==> config.mk <==
export PLATFORM = sky130hd
export DESIGN_NAME = ch_burst_mux
export DESIGN_NICKNAME = d
export VERILOG_FILES = /design/src/rtl/ch_burst_mux_pkg.sv /design/src/rtl/ch_burst_mux_onehot_enc16.sv /design/src/rtl/ch_burst_mux.sv
export SDC_FILE = /design/constraint.sdc
export NUM_CORES = 1
export LEC_CHECK = 0
export ABC_AREA = 1
export BUFFER_PORTS_ARGS = -buffer_cell sky130_fd_sc_hd__buf_2
export CORE_AREA = 2 2 131 133
export CTS_BUF_LIST = sky130_fd_sc_hd__clkbuf_16
export CTS_CLUSTER_DIAMETER = 200
export DETAILED_ROUTE_END_ITERATION = 16
export DIE_AREA = 0 0 133 135
export GPL_TIMING_DRIVEN = 0
export PLACE_DENSITY = 0.61
export SYNTH_ARGS = -nofsm -noshare
export SYNTH_HDL_FRONTEND = slang
export SYNTH_HIERARCHICAL = 1
export SYNTH_SLANG_ARGS = --single-unit
export TNS_END_PERCENT = 1
==> constraint.sdc <==
create_clock -name Clk -period 1.7 [get_ports Clk]
set_input_delay 0.17 -clock Clk [delete_from_list [all_inputs] [get_ports Clk]]
set_output_delay 0.17 -clock Clk [all_outputs]
set_load 0.02 [all_outputs]
==> src/rtl/ch_burst_mux_pkg.sv <==
// ch_burst_mux_pkg
//   Shared definitions for the burst multiplexer and the arbiter-side helpers:
//   FSM state encoding, default parameter values, header tag constant and
//   the one-hot encoder geometry.
//   Optional feature macro referenced by users of this package: CH_HEADER_EN.
package ch_burst_mux_pkg;

    typedef enum logic [2:0] {
        S_IDLE  = 3'd0,
        S_LATCH = 3'd1,
        S_HDR   = 3'd2,
        S_XFER  = 3'd3,
        S_FLUSH = 3'd4,
        S_DONE  = 3'd5
    } state_t;

    localparam int NCH_DEF       = 16;
    localparam int DW_DEF        = 16;
    localparam int BURST_LEN_DEF = 256;
    localparam int CW_DEF        = 9;

    // Tag placed in the top nibble of a burst header word.
    localparam logic [3:0] HDR_TAG = 4'hA;

    // Geometry of the shared one-hot encoder.
    localparam int ENC_W = 16;
    localparam int IDX_W = 4;

    // A burst is "in progress" from LATCH up to and including FLUSH.
    function automatic logic is_busy(input state_t s);
        return (s == S_LATCH) || (s == S_HDR) || (s == S_XFER) || (s == S_FLUSH);
    endfunction

endpackage

==> src/rtl/ch_burst_mux_onehot_enc16.sv <==
// onehot_enc16
//   Combinational 16-bit one-hot to binary index encoder with multi-hot
//   detection. Reused by several arbiter-side blocks.
//   Ports:
//     i_onehot  in  16  grant vector
//     o_idx     out 4   index of the set bit (highest set bit when multi-hot)
//     o_any     out 1   at least one bit set
//     o_multi   out 1   more than one bit set
module onehot_enc16
    import ch_burst_mux_pkg::*;
(
    input  logic [ENC_W-1:0] i_onehot,
    output logic [IDX_W-1:0] o_idx,
    output logic             o_any,
    output logic             o_multi
);

    always_comb begin
        o_idx = '0;
        for (int i = 0; i < ENC_W; i++) begin
            if (i_onehot[i]) begin
                o_idx = IDX_W'(i);
            end
        end
    end

    assign o_any = |i_onehot;

    // Clearing the lowest set bit leaves something only if two or more were set.
    assign o_multi = |(i_onehot & (i_onehot - ENC_W'(1)));

endmodule

==> src/rtl/ch_burst_mux.sv <==
// ch_burst_mux
//   Moves one fixed-length burst from the granted channel's FWFT buffer into
//   the shared SDRAM write FIFO, then pulses Burst_done so the arbiter can
//   release and rotate its grant. Malformed (multi-hot) grants are flagged.
//   Optional feature macro: CH_HEADER_EN -- when defined, every burst is
//   preceded by one header word {HDR_TAG, Ch_id, zeros}.
//
//   Handshakes:
//     Channel side: Ch_rd[k] pops the FWFT head of channel k at the rising
//     edge; it is only asserted while Ch_valid[k] is high, so a read always
//     consumes a valid word.
//     FIFO side: Fifo_wr is a plain write enable with no ready; Fifo_afull
//     stops new reads in the same cycle, leaving at most one write in flight.
//
//   Ports:
//     Clk, Reset       clock, synchronous active-high reset
//     Gnt_in[NCH]      one-hot grant from the arbiter
//     Ch_valid[NCH]    per-channel FWFT not-empty
//     Ch_data[NCH*DW]  per-channel FWFT head words, channel k at [k*DW +: DW]
//     Ch_rd[NCH]       per-channel read strobe (one-hot or zero)
//     Fifo_afull       SDRAM FIFO almost-full
//     Fifo_wr, Fifo_din  SDRAM FIFO write port (registered)
//     Ch_id[4]         channel being served, valid while Busy
//     Busy             burst in progress
//     Burst_done       one-cycle pulse at the end of a burst
//     Gnt_err          pulse for a multi-hot grant seen in IDLE
//     o_dbg_state      current FSM state
module ch_burst_mux
    import ch_burst_mux_pkg::*;
#(
    parameter int NCH       = NCH_DEF,
    parameter int DW        = DW_DEF,
    parameter int BURST_LEN = BURST_LEN_DEF,
    parameter int CW        = CW_DEF
) (
    input  logic              Clk,
    input  logic              Reset,
    input  logic [NCH-1:0]    Gnt_in,
    input  logic [NCH-1:0]    Ch_valid,
    input  logic [NCH*DW-1:0] Ch_data,
    output logic [NCH-1:0]    Ch_rd,
    input  logic              Fifo_afull,
    output logic              Fifo_wr,
    output logic [DW-1:0]     Fifo_din,
    output logic [3:0]        Ch_id,
    output logic              Busy,
    output logic              Burst_done,
    output logic              Gnt_err,
    output state_t            o_dbg_state
);

    state_t          r_state;
    state_t          w_next;
    logic [3:0]      r_ch_id;
    logic [CW-1:0]   r_cnt;
    logic            r_fifo_wr;
    logic [DW-1:0]   r_fifo_din;
    logic            r_gnt_err;

    logic [3:0]      w_gnt_idx;
    logic            w_gnt_any;
    logic            w_gnt_multi;
    logic            w_gnt_ok;
    logic            w_rd_en;
    logic            w_last_rd;
    logic [DW-1:0]   w_sel_word;
    logic            w_wr_en;
    logic [DW-1:0]   w_wr_data;

    onehot_enc16 u_enc (
        .i_onehot (Gnt_in),
        .o_idx    (w_gnt_idx),
        .o_any    (w_gnt_any),
        .o_multi  (w_gnt_multi)
    );

    assign w_gnt_ok   = w_gnt_any && !w_gnt_multi;
    assign w_sel_word = Ch_data[r_ch_id*DW +: DW];

    // A read needs data, FIFO room and an unfinished burst; the counter test
    // keeps the count saturated at BURST_LEN.
    assign w_rd_en   = (r_state == S_XFER) && Ch_valid[r_ch_id] && !Fifo_afull
                       && (r_cnt < CW'(BURST_LEN));
    assign w_last_rd = w_rd_en && (r_cnt == CW'(BURST_LEN - 1));

`ifdef CH_HEADER_EN
    logic w_hdr_wr;
    assign w_hdr_wr  = (r_state == S_HDR) && !Fifo_afull;
    assign w_wr_en   = w_rd_en || w_hdr_wr;
    assign w_wr_data = w_hdr_wr ? {HDR_TAG, r_ch_id, {(DW-8){1'b0}}} : w_sel_word;
`else
    assign w_wr_en   = w_rd_en;
    assign w_wr_data = w_sel_word;
`endif

    // FSM state register
    always_ff @(posedge Clk) begin
        if (Reset) begin
            r_state <= S_IDLE;
        end else begin
            r_state <= w_next;
        end
    end

    // FSM next state; the grant is only looked at in IDLE
    always_comb begin
        w_next = r_state;
        case (r_state)
            S_IDLE: begin
                if (w_gnt_ok) begin
                    w_next = S_LATCH;
                end
            end
`ifdef CH_HEADER_EN
            S_LATCH: w_next = S_HDR;
            S_HDR: begin
                if (!Fifo_afull) begin
                    w_next = S_XFER;
                end
            end
`else
            S_LATCH: w_next = S_XFER;
`endif
            S_XFER: begin
                if (w_last_rd) begin
                    w_next = S_FLUSH;
                end
            end
            // The last read's registered write lands during FLUSH.
            S_FLUSH: w_next = S_DONE;
            S_DONE:  w_next = S_IDLE;
            default: w_next = S_IDLE;
        endcase
    end

    // Channel latch, burst counter, registered write port, error pulse
    always_ff @(posedge Clk) begin
        if (Reset) begin
            r_ch_id    <= '0;
            r_cnt      <= '0;
            r_fifo_wr  <= 1'b0;
            r_fifo_din <= '0;
            r_gnt_err  <= 1'b0;
        end else begin
            r_gnt_err <= (r_state == S_IDLE) && w_gnt_multi;
            if ((r_state == S_IDLE) && w_gnt_ok) begin
                r_ch_id <= w_gnt_idx;
            end
            if (r_state == S_LATCH) begin
                r_cnt <= '0;
            end else if (w_rd_en) begin
                r_cnt <= r_cnt + 1'b1;
            end
            r_fifo_wr <= w_wr_en;
            if (w_wr_en) begin
                r_fifo_din <= w_wr_data;
            end
        end
    end

    assign Ch_rd       = w_rd_en ? (NCH'(1) << r_ch_id) : '0;
    assign Fifo_wr     = r_fifo_wr;
    assign Fifo_din    = r_fifo_din;
    assign Ch_id       = r_ch_id;
    assign Busy        = is_busy(r_state);
    assign Burst_done  = (r_state == S_DONE);
    assign Gnt_err     = r_gnt_err;
    assign o_dbg_state = r_state;

endmodule

== After elaboration in Yosys (flattened, before gate mapping) ==
Index checks and enable logic that the tools add are counted.

* Bits in registers: 34
* Input bits: 291
* Output and inout port bits: 43

* Add/subtract/negate cells: 2
* Order comparisons: 2
* Equality and inequality tests: 8
* Shift-type cells: 2
* Muxes and demuxes: 21
* Bitwise operators: 1
* Reduce and logical (&&, ||, !) cells: 17

{| class="wikitable"
|+ Operators by type and width
! cell !! count
|-
| variable part select 256 x 9 -> 16 bit || 1
|-
| two-way mux 4 bit || 8
|-
| OR reduction 16 bit || 2
|-
| two-way mux 3 bit || 6
|-
| bitwise AND 16 bit || 1
|-
| two-way mux 16 bit || 1
|-
| left shift 1 x 4 -> 16 bit (first input constant) || 1
|-
| subtractor 16 x 1 -> 16 bit (second input constant) || 1
|-
| case mux 3 bit (4 select lines) || 1
|-
| adder 9 x 1 -> 9 bit (second input constant) || 1
|-
| equality test 9 x 8 -> 1 bit (second input constant) || 1
|-
| less-than comparator 9 bit (second input constant) || 1
|-
| logical AND 1 bit || 7
|-
| equality test 3 x 2 -> 1 bit (second input constant) || 2
|-
| equality test 3 bit (second input constant) || 2
|-
| less-than comparator 4 x 5 -> 1 bit (second input constant) || 1
|-
| binary-select mux 1 bit (select 4 bit) || 1
|-
| two-way mux 2 bit || 2
|-
| != test 2 bit (second input constant) || 2
|-
| equality test 3 x 1 -> 1 bit (second input constant) || 1
|-
| logical NOT 3 bit || 1
|-
| logical OR 1 bit || 3
|-
| logical NOT 1 bit || 2
|-
| two-way mux 1 bit || 2
|-
| other kinds (2) || 2
|}

== Depth between registers and ports, before layout ==
* Depth in word-level cells: 15
* Gate-level depth with buffers: 17
* Mapped depth without buffers: 17

== Hierarchy ==
Netlist, hierarchy kept.

{| class="wikitable"
|+ By module, submodules not included
! module !! times used !! cells each !! area each (sq um)
|-
| ch_burst_mux || 1 || 673 || 3688.5
|-
| onehot_enc16 || 1 || 74 || 389.1
|}

== Least setup slack after synthesis ==
OpenSTA, ideal clock, no wires.

* Kind: register to output
* From: register r_ch_id[0] (netlist: Ch_id[0])
* To: output port Ch_rd[0]
* Data arrival time: 1.860 ns
* Data required time: 1.530 ns
* Slack: -0.330 ns
* Stages on the path, launching flop included: 10
* Buffers on the path: 1
* Path through: dfxtp_1 buf_4 nand3_1 nand2_1 inv_1 nand3_1 nand3_1 nand2_2 nand3_1 nor3_1

* Longest elaborated chain between the ends: 6
* Elaborated cells between the ends (all ways): 7
* Those cells by class: shift: 1; mux: 3; reduce/logical: 3

{| class="wikitable"
|+ Ends and longest elaborated chain
! element !! RTL line !! RTL
|-
| start: declaration || ch_burst_mux.sv:54 || <nowiki>logic [3:0] r_ch_id;</nowiki>
|-
| start signal: assignment || ch_burst_mux.sv:147 || <nowiki>r_ch_id <= w_gnt_idx;</nowiki>
|-
| binary-select mux 1 bit (select 4 bit) || ch_burst_mux.sv:82 || <nowiki>assign w_rd_en = (r_state == S_XFER) && Ch_valid[r_ch_id] && !Fifo_afull</nowiki>
|-
| two-way mux 1 bit (not written as such) || ch_burst_mux.sv:82 ||
|-
| logical AND 1 bit (2 in series) || ch_burst_mux.sv:82 ||
|-
| logical AND 1 bit || ch_burst_mux.sv:83 || <nowiki>&& (r_cnt < CW'(BURST_LEN));</nowiki>
|-
| two-way mux 16 bit * || ch_burst_mux.sv:161 || <nowiki>assign Ch_rd = w_rd_en ? (NCH'(1) << r_ch_id) : '0;</nowiki>
|-
| end: declaration || ch_burst_mux.sv:41 || <nowiki>output logic [NCH-1:0] Ch_rd,</nowiki>
|}

Every way passes the cells marked *; elsewhere a longest branch is shown, timed or not. The select of a mux whose other input is x is not followed.

== Final worst setup path ==
* From: register r_ch_id[0] (netlist: Ch_id[0])
* To: output port Ch_rd[10]

Same word-level chain as after synthesis.

==> flow_metrics.py <==
metrics = {
    "status": {
        "violations": "setup timing",
        "status": "complete, but fails checks",
    },
    "drt": {
        "dr.pass1.iters": 4,
        "avgViaCountPerCell": 4.98,
        "vias": 6615,
        "drt_iter0_markers": 496,
        "postRouteAntennaNets": 0,
        "totalWireLength_um": 24900,
        "wire_per_inst_um": 18.7,
        "drc": 0,
    },
    "floorplan": {
        "dieArea_um2": 18000,
        "ios": 334,
        "start_util": 0.249,
        "die_w_um": 133,
        "fp.dieH_um": 135,
        "core_um2": 16400,
        "rows": 47,
    },
    "setup_path": {
        "path_max_fanout": 8,
        "startpoint_type": "flop",
        "cp.required_ns": 1.53,
        "crit_chain": "buf_6 > nand2_1 > nand2_1 > nand2_1 > nand3_2 > nand3_2 > nand2_4 > nand3_4 > buf_12 > nor3_4 > buf_6",
        "rr_startpoint": "Ch_id[1]$_SDFFE_PP0P_",
        "crit_type": "flop to primary output",
        "crit_top_cell": "nand2_1",
        "path_buf_inv": 3,
        "critPathCaptureType": "primary output",
        "crit_end": "Ch_rd[10]",
        "cp_slowest_stage_delay_ns": 0.40,
        "r2r_cells": 10,
        "cpLargestDelayFamily": "simple AND/OR/NAND/NOR gates",
        "timing.rr.end": "Fifo_din[15]$_SDFFE_PP0P_",
        "crit_path_start": "Ch_id[0]$_SDFFE_PP0P_",
        "rrSetupSlack_ns": -0.23,
        "arrival_ns": 1.81,
        "crit_cells": 11,
        "crit_slowest_cell": "dfxtp_4",
    },
    "timing": {
        "drv_slew": 0,
        "tightest_slew_ns": 0.746,
        "worst_hold_slack_ns": 0.280,
        "finalSetupViolations": 45,
        "max_freq_mhz": 505,
        "finalClockSkew_ns": 0.00634,
        "post-route-period-util": 1.17,
        "hold_violations": 0,
        "setup_ws_ns": -0.281,
        "rsz0062_at_grt": "true",
        "relSlewSlack": 0.503,
        "min_period_ns": 1.98,
    },
    "finish": {
        "area_growth_syn_to_layout_pct": 69.1,
        "final_nets": 1396,
        "utilization": 0.420,
        "finalNonFillerCells": 1329,
        "layout.cells.most_common": "buf_2",
        "fin_area_um2": 6900,
        "post_route_cells_drive_above_1_share": 0.423,
        "layout_common_cells": "buf_2 (327), nand2_1 (196), a21oi_1 (77), inv_1 (74), nor2_1 (66)",
        "fillers": 1814,
    },
    "clocking": {
        "cts_made_buffers": 5,
        "path_clk_slew_ns": 0.05,
        "clockRootBuffer": "clkbuf_16",
        "insertion_delay_ns": 0.27,
        "cts_max_level": 2,
        "cts_tree": "built",
        "clk_path_buf_depth": 2,
        "clock-sinks": 34,
    },
    "synthesis": {
        "async_flop_share": 0,
        "syn-num-nets": 1040,
        "synthFlopType": "dfxtp_1",
        "synth_area_um2": 4080,
        "syn_area_per_cell_um2": 5.46,
        "synthCells": 747,
        "ys_ff_latch": 34,
        "ys_seq_area_frac": 0.167,
        "synth.largest_area_cell": "nand2_1",
        "yosys_warnings": 6,
        "synth_edf_count": 0,
        "synth.area.top_cells": "nand2_1 (18%), dfxtp_1 (17%), a21oi_1 (10%), nand4_1 (9.1%), nand3_1 (8.2%)",
        "synth.distinct_cells": 38,
        "synth_top_cell_area_share": 0.184,
    },
    "global_route": {
        "grt_usage": 0.265,
        "antenna_found_initial": 6,
        "grt_pass1_vias": 6363,
        "overflow": 0,
        "grt_first_pass_wirelength_um": 36400,
        "grt_max_degree": 11,
    },
    "hold_path": {
        "hold_class": "primary input to flop",
        "hold_start": "Gnt_in[15]",
    },
    "placement": {
        "gp_congestion": 0.973,
        "place_area_um2": 6230,
        "post-place-ws_ns": -0.728,
        "hpwl_um": 20000,
        "portBuffers": 332,
        "placedCellCount": 1299,
    },
    "pwr": {
        "power_density_nw_per_um2": 328,
        "power_leakage_uw": 0.00360,
        "peakVddDrop_v": 0.000302,
    },
    "job": {
        "cap_violations": 0,
    },
}
[tightest hold or removal path: cells and delay by family]
kind	cells	cell delay (ns)
buf+inv	2	0.14
simple gates	1	0.06
compound gates	2	0.14
[logic make-up (layout without fill, tap and decap cells)]
kind of cell	count (synthesis)	count (layout)	share of synthesized area
AND/OR/NAND/NOR	434	434	0.488
XOR/XNOR	6	6	0.0129
other	0	5	0
AO/OA/AOI/OAI	137	137	0.189
flip-flops	34	34	0.167
adder cells (fa/ha/maj)	2	2	0.00614
buffers and inverters	134	491	0.137
[cell type report]
class	count	area, µm²	share of cell area
multi-input cells	579	3150	0.457
repair buffers	350	1920	0.278
flip-flops and latches	34	689	0.100
plain buffers	48	360	0.0522
inverters	85	354	0.0513
well taps	220	275	0.0399
clock buffers	5	125	0.0181
clock inverters	3	12.5	0.00181
diodes	5	12.5	0.00181
[synth_stat cells, types with 5 or more instances]
library cell and n:
nor2_1 68, nor3_1 22, dfxtp_1 34, inv_1 79, a21oi_1 82, buf_2 30, nand2_1 200, o21ai_1 10
nand4_1 59, o21ai_0 11, a22oi_1 25, clkbuf_1 9, buf_4 5, buf_1 5, nand3_1 67
[how the worst min path moves through the flow]
stage | to | slack, ns | cells after the start
final | Ch_id[0]$_SDFFE_PP0P_ | 0.28 | 5
after global routing | Fifo_wr$_SDFF_PP0_ | 0.30 | 2
after CTS | Fifo_wr$_SDFF_PP0_ | 0.30 | 2
after detailed placement | Fifo_din[9]$_SDFFE_PP0P_ | 0.46 | 2
after global placement | r_cnt[7]$_SDFFE_PP0P_ | 0.45 | 2
after floorplan | r_cnt[2]$_SDFFE_PP0P_ | 0.41 | 3
[sequential cells by signal, summed over array words and instances (netlist names)]
name,count
Gnt_err,1
r_cnt,9
Ch_id,4
o_dbg_state,3
Fifo_din,16
Fifo_wr,1
[report_power, final]
part | leakage, µW | internal [µW] | total (µW) | switching (µW)
clock network | 0.0000725 | 528 | 839 | 311
logic | 0.00325 | 337 | 627 | 290
registers | 0.000276 | 796 | 796 | 0.257
total | 0.00360 | 1660 | 2260 | 601
[what timing repair did]
action                                  4_1_cts  5_1_grt
endpoints found under the setup margin       48       49
pin swaps                                     8        6
hold endpoints to repair                      0        0
hold buffers                                  0        0
cloned                                        1        0
resized for setup                           102       23
setup buffers                                17        0
[layer usage]
| metal | global-route usage | share of wire | wire length, µm | up-vias |
|---|---|---|---|---|
| met1 | 0.340 | 0.42 | 10400 | 2995 |
| met5 | 0 | 0.00040 | 10 | - |
| met4 | 0.0705 | 0.023 | 565 | 2 |
| met3 | 0.0559 | 0.093 | 2320 | 38 |
| met2 | 0.450 | 0.47 | 11600 | 354 |
| li1 | - | - | - | 3226 |
[per-stage QoR]
step / power, µW / TNS (ns)
after detailed placement: 1420 / -26.63
after CTS: 2280 / -7.78
after global routing: 2380 / -14.00
after floorplan: 1010 / -1.83
final: 2260 / -7.94
after global placement: 1410 / -25.77
(Power assumes the default switching activity.)
